**config.mk**
```make
export PLATFORM = sky130hd
export DESIGN_NAME = online_softmax_stage_flat
export DESIGN_NICKNAME = d
export VERILOG_FILES = /design/src/rtl/online_softmax_stage_pkg.sv /design/src/rtl/online_softmax_stage_if.sv /design/src/rtl/online_softmax_stage_exp_lut.sv /design/src/rtl/online_softmax_stage.sv /design/src/flat_wrapper.sv
export SDC_FILE = /design/constraint.sdc
export NUM_CORES = 1
export LEC_CHECK = 0
export CORE_MARGIN = 5
export CORE_UTILIZATION = 52
export CTS_CLUSTER_SIZE = 10
export DETAILED_ROUTE_END_ITERATION = 16
export PLACE_DENSITY_LB_ADDON = 0.08
export SLEW_MARGIN = 20
export SYNTH_ARGS = -nofsm -noshare
export SYNTH_HDL_FRONTEND = slang
export SYNTH_SLANG_ARGS = --single-unit
```
**constraint.sdc**
```tcl
create_clock -name clk -period 9 [get_ports clk]
set_clock_uncertainty 0.2 [all_clocks]
set_input_delay 2.7 -clock clk [delete_from_list [all_inputs] [get_ports clk]]
set_output_delay 2.7 -clock clk [all_outputs]
set_load 0.03 [all_outputs]
```
**src/rtl/online_softmax_stage_pkg.sv**
```systemverilog
// Shared types and constants for the online-softmax stage that sits behind dot_product.
// Scores are Q7.5, exp weights are Q1.8 (256 = 1.0), and the denominator is unsigned Q8.8.
package online_softmax_stage_pkg;

  localparam int MAX_EMBEDDING_DIM = 4;
  localparam int V_ELEM_W          = 16;
  localparam int SCORE_W           = 13;
  localparam int DIFF_W            = SCORE_W + 1;
  localparam int EXP_W             = 9;
  localparam int EXP_LUT_DEPTH_DEF = 256;
  localparam int SUM_W_DEF         = 16;

  typedef logic signed [SCORE_W-1:0]                   score_qt_t;
  typedef logic [EXP_W-1:0]                            exp_qt_t;
  typedef logic [SUM_W_DEF-1:0]                        sum_qt_t;
  typedef logic [DIFF_W-1:0]                           diff_t;
  typedef logic [MAX_EMBEDDING_DIM-1:0][V_ELEM_W-1:0]  v_vector_t;

  localparam score_qt_t SCORE_NEG_INF = score_qt_t'(-4096);
  localparam exp_qt_t   EXP_ONE       = exp_qt_t'(256);

  // exp(-1/32) in Q48, from a truncated Taylor series; one LUT step is one score LSB.
  function automatic logic [127:0] exp_step_q48();
    logic [127:0] acc;
    logic [127:0] term;
    acc  = 128'd1 << 48;
    term = acc;
    for (int k = 1; k <= 12; k++) begin
      term = term / 128'(32 * k);
      if (k % 2 == 1) acc = acc - term;
      else            acc = acc + term;
    end
    return acc;
  endfunction

endpackage

```
**src/rtl/online_softmax_stage_if.sv**
```systemverilog
// Score/V input stream and weighted output stream of the online-softmax stage.
// The slave modport is the stage's own view; the master modport is the surrounding logic's view.
interface online_softmax_stage_if #(
  parameter int DIM   = online_softmax_stage_pkg::MAX_EMBEDDING_DIM,
  parameter int SUM_W = online_softmax_stage_pkg::SUM_W_DEF
);
  import online_softmax_stage_pkg::*;

  logic                          vld_in;
  logic                          rdy_out;
  score_qt_t                     s_in;
  logic [DIM-1:0][V_ELEM_W-1:0]  v_in;
  logic                          last_in;

  logic                          vld_out;
  logic                          rdy_in;
  exp_qt_t                       p_out;
  exp_qt_t                       scale_out;
  logic [DIM-1:0][V_ELEM_W-1:0]  v_out;
  logic [SUM_W-1:0]              l_out;
  logic                          last_out;

  modport slave (
    input  vld_in, s_in, v_in, last_in, rdy_in,
    output rdy_out, vld_out, p_out, scale_out, v_out, l_out, last_out
  );

  modport master (
    output vld_in, s_in, v_in, last_in, rdy_in,
    input  rdy_out, vld_out, p_out, scale_out, v_out, l_out, last_out
  );

endinterface

```
**src/rtl/online_softmax_stage_exp_lut.sv**
```systemverilog
// Combinational ROM: y = round(256 * exp(-x/32)) for x < DEPTH, else 0.
// The table is built at elaboration from a fixed-point power series, so no external init file.
module online_softmax_stage_exp_lut
  import online_softmax_stage_pkg::*;
#(
  parameter int DEPTH = EXP_LUT_DEPTH_DEF
) (
  input  diff_t   x,
  output exp_qt_t y
);

  localparam int IDX_W = $clog2(DEPTH);

  function automatic logic [DEPTH-1:0][EXP_W-1:0] build_table();
    logic [127:0]                  r;
    logic [127:0]                  v;
    logic [127:0]                  e;
    logic [DEPTH-1:0][EXP_W-1:0]   t;
    r = exp_step_q48();
    v = 128'd1 << 48;
    for (int i = 0; i < DEPTH; i++) begin
      e    = ((v << 8) + (128'd1 << 47)) >> 48;
      t[i] = e[EXP_W-1:0];
      v    = (v * r) >> 48;
    end
    return t;
  endfunction

  localparam logic [DEPTH-1:0][EXP_W-1:0] TABLE = build_table();

  // NOTE: y gets its default before the branch so no path leaves it unassigned (no latch).
  always_comb begin
    y = '0;
    if (int'(x) < DEPTH) y = TABLE[x[IDX_W-1:0]];
  end

endmodule

```
**src/rtl/online_softmax_stage.sv**
```systemverilog
// FlashAttention online-softmax stage: tracks the row max and running denominator, and emits
// p = exp(s - m_new), the accumulator rescale exp(m_old - m_new) and the paired V row.
module online_softmax_stage
  import online_softmax_stage_pkg::*;
#(
  parameter int DIM           = MAX_EMBEDDING_DIM,
  parameter int EXP_LUT_DEPTH = EXP_LUT_DEPTH_DEF,
  parameter int SUM_W         = SUM_W_DEF
) (
  input logic                   clk,
  input logic                   rst,
  online_softmax_stage_if.slave io
);

  typedef logic [DIM-1:0][V_ELEM_W-1:0] v_row_t;

  // Row state
  score_qt_t m_q;
  logic      row_first;
  score_qt_t m_new;
  diff_t     dp_next;
  diff_t     dsc_next;
  logic      accept;

  // S1
  logic   s1_vld;
  logic   s1_adv;
  diff_t  s1_dp;
  diff_t  s1_dsc;
  logic   s1_first;
  logic   s1_last;
  v_row_t s1_v;

  // S2 (drives the outputs)
  logic             s2_vld;
  exp_qt_t          s2_p;
  exp_qt_t          s2_scale;
  v_row_t           s2_v;
  logic [SUM_W-1:0] s2_l;
  logic             s2_last;

  exp_qt_t                  p_lut;
  exp_qt_t                  sc_lut;
  exp_qt_t                  scale_next;
  logic [SUM_W+EXP_W-1:0]   prod;
  logic [SUM_W+1:0]         acc_sum;
  logic [SUM_W-1:0]         l_next;

  assign s1_adv     = s1_vld && (!s2_vld || io.rdy_in);
  assign io.rdy_out = rst && (!s1_vld || s1_adv);
  assign accept     = io.vld_in && io.rdy_out;

  // The new max comes straight off the registered m, so consecutive scores never see a stale max.
  always_comb begin
    m_new = io.s_in;
    if (!row_first && (m_q > io.s_in)) m_new = m_q;
    dp_next  = {m_new[SCORE_W-1], m_new} - {io.s_in[SCORE_W-1], io.s_in};
    dsc_next = {m_new[SCORE_W-1], m_new} - {m_q[SCORE_W-1], m_q};
  end

  // NOTE: sequential state uses non-blocking assignments so every register samples pre-edge values.
  always_ff @(posedge clk) begin
    if (!rst) begin
      m_q       <= SCORE_NEG_INF;
      row_first <= 1'b1;
      s1_vld    <= 1'b0;
    end else begin
      if (accept) begin
        m_q       <= m_new;
        row_first <= io.last_in;
      end
      if (accept)      s1_vld <= 1'b1;
      else if (s1_adv) s1_vld <= 1'b0;
    end
  end

  // NOTE: S1 payload is qualified by s1_vld, so it is deliberately left out of reset.
  always_ff @(posedge clk) begin
    if (accept) begin
      s1_dp    <= dp_next;
      s1_dsc   <= dsc_next;
      s1_first <= row_first;
      s1_last  <= io.last_in;
      s1_v     <= io.v_in;
    end
  end

  online_softmax_stage_exp_lut #(.DEPTH(EXP_LUT_DEPTH)) u_lut_p (
    .x (s1_dp),
    .y (p_lut)
  );

  online_softmax_stage_exp_lut #(.DEPTH(EXP_LUT_DEPTH)) u_lut_scale (
    .x (s1_dsc),
    .y (sc_lut)
  );

  // l' = (l * scale) >> 8 + p, truncating the shift and saturating at all-ones.
  always_comb begin
    scale_next = s1_first ? '0 : sc_lut;
    prod       = (SUM_W+EXP_W)'(s2_l) * (SUM_W+EXP_W)'(scale_next);
    acc_sum    = (SUM_W+2)'(prod >> 8) + (SUM_W+2)'(p_lut);
    if (s1_first)                      l_next = SUM_W'(p_lut);
    else if (|acc_sum[SUM_W+1:SUM_W])  l_next = '1;
    else                               l_next = acc_sum[SUM_W-1:0];
  end

  always_ff @(posedge clk) begin
    if (!rst) begin
      s2_vld   <= 1'b0;
      s2_p     <= '0;
      s2_scale <= '0;
      s2_v     <= '0;
      s2_l     <= '0;
      s2_last  <= 1'b0;
    end else if (s1_adv) begin
      s2_vld   <= 1'b1;
      s2_p     <= p_lut;
      s2_scale <= scale_next;
      s2_v     <= s1_v;
      s2_l     <= l_next;
      s2_last  <= s1_last;
    end else if (io.rdy_in) begin
      s2_vld   <= 1'b0;
    end
  end

  assign io.vld_out   = s2_vld;
  assign io.p_out     = s2_p;
  assign io.scale_out = s2_scale;
  assign io.v_out     = s2_v;
  assign io.l_out     = s2_l;
  assign io.last_out  = s2_last;

endmodule

```
**src/flat_wrapper.sv**
```systemverilog
// flat-port wrapper written by rule: the top's interface ports become plain ports
module online_softmax_stage_flat import online_softmax_stage_pkg::*;
#(
  parameter int DIM           = MAX_EMBEDDING_DIM,
  parameter int EXP_LUT_DEPTH = EXP_LUT_DEPTH_DEF,
  parameter int SUM_W         = SUM_W_DEF
)
  (clk, rst, io_vld_in, io_s_in, io_v_in, io_last_in, io_rdy_in, io_rdy_out, io_vld_out, io_p_out, io_scale_out, io_v_out, io_l_out, io_last_out);
  online_softmax_stage_if #(.DIM(DIM), .SUM_W(SUM_W)) io_i ();
  input logic clk;
  input logic rst;
  input wire logic [$bits(io_i.vld_in)-1:0] io_vld_in;
  input wire logic [$bits(io_i.s_in)-1:0] io_s_in;
  input wire logic [$bits(io_i.v_in)-1:0] io_v_in;
  input wire logic [$bits(io_i.last_in)-1:0] io_last_in;
  input wire logic [$bits(io_i.rdy_in)-1:0] io_rdy_in;
  output wire logic [$bits(io_i.rdy_out)-1:0] io_rdy_out;
  output wire logic [$bits(io_i.vld_out)-1:0] io_vld_out;
  output wire logic [$bits(io_i.p_out)-1:0] io_p_out;
  output wire logic [$bits(io_i.scale_out)-1:0] io_scale_out;
  output wire logic [$bits(io_i.v_out)-1:0] io_v_out;
  output wire logic [$bits(io_i.l_out)-1:0] io_l_out;
  output wire logic [$bits(io_i.last_out)-1:0] io_last_out;
  assign io_i.vld_in = io_vld_in;
  assign io_i.s_in = io_s_in;
  assign io_i.v_in = io_v_in;
  assign io_i.last_in = io_last_in;
  assign io_i.rdy_in = io_rdy_in;
  assign io_rdy_out = io_i.rdy_out;
  assign io_vld_out = io_i.vld_out;
  assign io_p_out = io_i.p_out;
  assign io_scale_out = io_i.scale_out;
  assign io_v_out = io_i.v_out;
  assign io_l_out = io_i.l_out;
  assign io_last_out = io_i.last_out;
  online_softmax_stage #(.DIM(DIM), .EXP_LUT_DEPTH(EXP_LUT_DEPTH), .SUM_W(SUM_W)) u_core (.clk(clk), .rst(rst), .io(io_i));
endmodule
```
=== After elaboration in Yosys (flattened, before gate mapping) ===
Memory sizes are Yosys's and may differ from the RTL's. A register that Yosys moved wholly into a read port is not among the register bits.
Cells that the tools add are included.

* Register bits: 209
* ROM bits: 4608
* Word-level logic and storage cells: 57
* Memories: 2

{| class="wikitable"
|+ Memories
! memory !! depth !! bits a word !! rd ports !! clocked after Yosys merged registers in !! wr ports !! line !! RTL
|-
| (no name shown) || 256 || 9 || 1 || 1 || 0 || online_softmax_stage_exp_lut.sv:34 || <nowiki>if (int'(x) < DEPTH) y = TABLE[x[IDX_W-1:0]];</nowiki>
|-
| (no name shown) || 256 || 9 || 1 || 1 || 0 || online_softmax_stage_exp_lut.sv:34 ||
|}

* Add/subtract/negate cells: 3
* $mul: 1
* Magnitude comparators: 5
* Mux-type cells: 14
* Reductions and logical operators: 12

{| class="wikitable"
|+ Operators with widths
! cell !! number
|-
| $mux 9 || 5
|-
| $mux 16 || 2
|-
| $lt 14x9->1 const B || 2
|-
| $sub 13x13->14 || 2
|-
| $mul 16x9->25 || 1
|-
| $add 17x9->18 || 1
|-
| $lt 8x9->1 const B || 2
|-
| $mux 8 || 2
|-
| $gt 13x13->1 || 1
|-
| $mux 13 || 1
|-
| $logic_and 1x1->1 || 4
|-
| $mux 1 || 4
|-
| $reduce_bool 2->1 || 2
|-
| $logic_not 1->1 || 3
|-
| $logic_or 1x1->1 || 2
|-
| $reduce_or 2->1 || 1
|}

=== Logic depth before layout (Yosys ltp) ===
* Depth after elaboration: 9
* Depth in mapped cells: 33
* Depth with buffers taken out: 30

=== By module ===
From an unflattened synthesis, not the netlist that was laid out.

* Cell total of the unflattened synthesis: 1816
* Area, all modules: 16250.6 um^2

{| class="wikitable"
|+ Modules (own cells, without submodules)
! module !! times used !! cells each !! area an instance (um^2)
|-
| online_softmax_stage || 1 || 1415 || 13621.8
|-
| online_softmax_stage_exp_lut (u_core.u_lut_scale) || 1 || 206 || 1366.3
|-
| online_softmax_stage_exp_lut (u_core.u_lut_p) || 1 || 195 || 1262.5
|}

=== Least setup slack after synthesis ===
OpenSTA, ideal clock, no wires.

* Path type: input -> register
* Start point: in rst
* End point: reg (tool-made name)
* Setup time: 0.116 ns
* Arrival: 8.829 ns
* Path slack: -0.146 ns
* Cell stages on the path: 12
* Buffers on the path: 2
* Cell sequence: clkbuf_1 nand3_1 inv_1 buf_1 a21boi_1 inv_1 ha_1 inv_1 mux4_2 o21ai_0 o21ai_0 a31o_2

{| class="wikitable"
|+ RTL lines
! what !! line !! RTL
|-
| start: declaration || flat_wrapper.sv:11 || <nowiki>input logic rst;</nowiki>
|}

=== Final worst setup path ===
* Start point: reg u_core.s1_dsc[10]
* End point: reg u_core.s2_l[10] (netlist: u_core.io.l_out[10])

* Word-level cells in the longest chain between the ends: 8

{| class="wikitable"
|+ RTL lines
! what !! line !! RTL
|-
| start: declaration || online_softmax_stage.sv:29 || <nowiki>diff_t s1_dsc;</nowiki>
|-
| start signal: assignment || online_softmax_stage.sv:81 || <nowiki>s1_dsc <= dsc_next;</nowiki>
|-
| $lt 14x9->1 * || online_softmax_stage_exp_lut.sv:34 ||
|-
| $mux 9 * || online_softmax_stage_exp_lut.sv:34 ||
|-
| $mux 9 * || online_softmax_stage.sv:100 || <nowiki>scale_next = s1_first ? '0 : sc_lut;</nowiki>
|-
| $mul 16x9->25 * || online_softmax_stage.sv:101 || <nowiki>prod = (SUM_W+EXP_W)'(s2_l) * (SUM_W+EXP_W)'(scale_next);</nowiki>
|-
| $add 17x9->18 * || online_softmax_stage.sv:102 || <nowiki>acc_sum = (SUM_W+2)'(prod >> 8) + (SUM_W+2)'(p_lut);</nowiki>
|-
| $reduce_or 2->1 || online_softmax_stage.sv:104 || <nowiki>else if (|acc_sum[SUM_W+1:SUM_W]) l_next = '1;</nowiki>
|-
| $mux 16 * || online_softmax_stage.sv:104 ||
|-
| $mux 16 * || online_softmax_stage.sv:103 || <nowiki>if (s1_first) l_next = SUM_W'(p_lut);</nowiki>
|-
| end signal: assignment || online_softmax_stage.sv:121 || <nowiki>s2_l <= l_next;</nowiki>
|-
| end: declaration || online_softmax_stage.sv:39 || <nowiki>logic [SUM_W-1:0] s2_l;</nowiki>
|}

Mark *: on every way between the ends. The rest lies on a longest branch, timed or not.
A chain may end at the register's enable or synchronous reset.

==> summary.md <==
| Metric | Value |
|---|---|
| Top_reg_cell synth | dfxtp_1 |
| Total CTS buffers | 28 |
| CTS Hold Bufs | 0 |
| Ys Warns | 0 |
| Netlist cell types | 78 |
| Register area share after synthesis | 0.332 |
| Dpl hpwl | 33.1 mm |
| Worst path max stage delay | 580 ps |
| Initial DRC Count | 1049 |
| Setup TNS | 0 ps |
| DRT antenna net count | 0 |
| Status | complete, no violations |
| TritonCTS clock tree | yes |
| Worst r2r src | u_core.s1_dsc[10]$_DFFE_PP_ |
| Clock transition at path regs | 60 ps |
| Max H-tree Level | 1 |
| GP Congestion | 0.928 |
| DR top layer | met4 |
| Clock buffer depth | 3 |
| Worst setup SP type | flop |
| R2R setup slack | approximately 700 ps |
| CP required | 9230 ps |
| CTS Sinks | ~230 |
| IR drop worst, VDD | around 140 uV |
| IO Port Bufs | 182 |
| Hold EP | u_core.io.v_out[7]$_SDFFE_PN0P_ |
| # IOs | 183 |
| Max-cap viol count | 0 |
| Share of cells above drive strength 1 | 0.0515 |
| Met2 Routed Length | 21.6 mm |
| Core area | between 0.03 and 0.04 sq mm |
| Met3 wire len | around 2.6 mm |
| HP Start | u_core.io.v_out[7]$_SDFFE_PN0P_ |
| CP max FO | 7 |
| Drt pass-1 iters | 5 |
| Fin area | 0.0196 sq mm |
| EDFF count, synth | 94 |
| Setup WS pre-CTS | 439 ps |
| Post-Place Cell Area | 0.0188 sq mm |
| Starting Density | 0.526 |
| Die W | 188 um |
| DRC | 0 |
| Vias in the first global route | between 10000 and 15000 |
| Yosys reg bits | 227 |
| Power Total | 2.91 mW |
| Vias/cell | between 5 and 6 |
| Pwr per Cell Area | 148 mW/mm^2 |
| Post-CTS setup buffers | 0 |
| CTS root buffer | clkbuf_16 |
| Min-Delay Path Class | reg2reg |
| Leakage | 8.50 nW |
| Die H | 188 um |
| Arrival time worst endpoint | 8520 ps |
| Final setup viols | 0 |
| Peak Freq | 121 MHz |
| GRT Residual Overflow | 0 |
| Hold path depth | 2 |
| Initial antenna violation count | 1 |
| R2R cell count | 30 |
| Largest net degree at the start of global routing | 97 |
| Global-route wire length before repair | 73.3 mm |
| Normalized max-slew margin | 0.252 |
| Drt wl/cell | ~19 um |
| # rows | 65 |
| Min setup slack post-route | about 700 ps |
| Fin. Hold Viols | 0 |
| Async set-reset flop share out of synthesis | 0 |
| Synth Cell Area | 0.0165 sq mm |
| Post-CTS resize count | 0 |
| Final Critical Period | 8300 ps |
| Gr usage total | 0.250 |
| Crit Path Category | reg2reg |
| Final wirelength | roughly 45 mm |
| Reg2reg end | u_core.io.l_out[10]$_SDFFE_PN0P_ |
| Via count | 14000 |
| DIE AREA | 0.0355 sq mm |
| Hold slack | approximately 260 ps |
| Crit. End Element | flop |
| Met1 WL | 19.8 mm |
| Ratio of final minimum period to clock period | 0.922 |
| CP max-delay cell | or4_4 |
| Tightest Pin Transition | 1120 ps |
| RSZ-0062 raised after global routing | false |
| Syn nets | 2162 |
| Mapped Cells | roughly 1900 |
| Final count of pins violating max slew | 0 |
| Worst skew pair latency | roughly 540 ps |
| Layout fillers | 2753 |
| Avg Inst Size Synth | 8.87 sq um |
| Final nets | approximately 2300 |
| Crit-path most repeated cell | fa_1 |
| Synth-to-Final Area Change | 18.5% |
## final cells by class
class	instances	area, sq um	share of cell area
multi-input cells	1365	10100	0.514
flip-flops and latches	227	5490	0.280
repair buffers	221	2110	0.108
clock buffers	48	796	0.0406
inverters	156	588	0.0300
well taps	402	503	0.0257
clock inverters	4	36.3	0.00185
diodes	1	2.50	0.000128
## cell usage in the layout (no fill, tap or decap), drive strengths merged, types with 11 or more instances in the layout
cell,n
o211ai,26
nor2,76
xnor2,20
inv,157
nand3,27
clkdlybuf4s50,181
buf,40
a21oi,80
nor2b,13
a21o,12
a211oi,11
o31ai,14
clkbuf,48
nor3b,11
and2,31
ha,113
a22o,12
and3,91
fa,101
edfxtp,94
nand2,341
dfxtp,133
a21boi,103
o21ai,90
nor3,25
o21a,11
xor2,14
a31oi,15
## flip-flops by register name, indices dropped and copies added, names as in the netlist, named ones only
signal and cells:
u_core.io.v_out 64, u_core.s1_v 64, u_core.io.l_out 16, u_core.s1_dp 14
u_core.s1_dsc 14, u_core.m_q 13, u_core.io.p_out 9, u_core.io.scale_out 9
u_core.io.last_out 1, u_core.io.vld_out 1, u_core.row_first 1, u_core.s1_first 1
u_core.s1_last 1, u_core.s1_vld 1
## through the flow
| stage | std cells | util |
|---|---|---|
| after floorplan | 1866 | - |
| after global placement | 2371 | 0.596 |
| after detailed placement | 2371 | 0.596 |
| after CTS | 2423 | 0.623 |
| after global routing | 2424 | 0.623 |
| final | 2424 | 0.623 |
## critical path: cells and delay by family (launching register included)
family | cells | cell delay [ps]
compound gates | 7 | 1320
mux | 1 | 380
buf+inv | 4 | 270
fa+ha+maj | 6 | 2800
xor+xnor | 1 | 320
simple gates | 11 | 2540
flops | 1 | 350
## cells in the mapped netlist (all sizes together) (5+ instances only)
library cell  count  area share
o21a             11      0.0050
o211ai           26       0.012
inv             155       0.035
a2111oi           6      0.0036
nor2             76       0.017
nor4              5      0.0028
a21oi            80       0.024
buf              18      0.0042
clkbuf          100       0.023
a221o             5      0.0030
mux2i             6      0.0036
a31oi            15      0.0057
fa              101        0.12
xor2             14      0.0074
dfxtp           133        0.16
edfxtp           94        0.17
and2             31       0.012
and3             91       0.034
a311oi            7      0.0037
xnor2            20       0.011
nand4             6      0.0023
o21ai            90       0.027
nor2b            13      0.0049
nand3            27      0.0082
a211oi           11      0.0053
o31a              6      0.0032
or3               8      0.0030
a21boi          103       0.047
a22o             12      0.0064
o2111ai           5      0.0026
nand2           341       0.077
o31ai            14      0.0064
o311ai            8      0.0047
nand2b            8      0.0030
ha              113       0.085
nor3             25      0.0082
o221ai            8      0.0042
nor3b            11      0.0053
a21o             12      0.0054
## cell families after synthesis
| group | share of synthesized area |
|---|---|
| flops | 0.332 |
| xor+xnor | 0.0180 |
| compound gates | 0.188 |
| buf+inv | 0.0623 |
| fa+ha+maj | 0.208 |
| mux | 0.00726 |
| simple gates | 0.185 |
## how the worst max path moves through the flow
stage                                startpoint  depth (start not counted)  slack (ps)                               end
finish              u_core.s1_dsc[10]$_DFFE_PP_                         30         700  u_core.io.l_out[10]$_SDFFE_PN0P_
global route        u_core.s1_dsc[10]$_DFFE_PP_                         30         140  u_core.io.l_out[10]$_SDFFE_PN0P_
global placement                     io_s_in[1]                         24         600                              flop
CTS                 u_core.s1_dsc[10]$_DFFE_PP_                         30         710  u_core.io.l_out[10]$_SDFFE_PN0P_
detailed placement                   io_s_in[1]                         24         440                              flop
floorplan                                   rst                         12         140                              flop
## report_power, final
| group | internal [mW] | switching (mW) |
|---|---|---|
| sequential | 1.15 | 0.0583 |
| clock | 0.598 | 0.419 |
| combinational | 0.267 | 0.412 |
| total | 2.02 | 0.889 |
## routing by layer
metal,GRT usage,up-vias
met4,0.0757,0
met3,0.0393,96
met1,0.341,6699
met5,0,-
met2,0.415,422
li1,-,6739
Note: power is estimated with default switching activity, not from simulation.
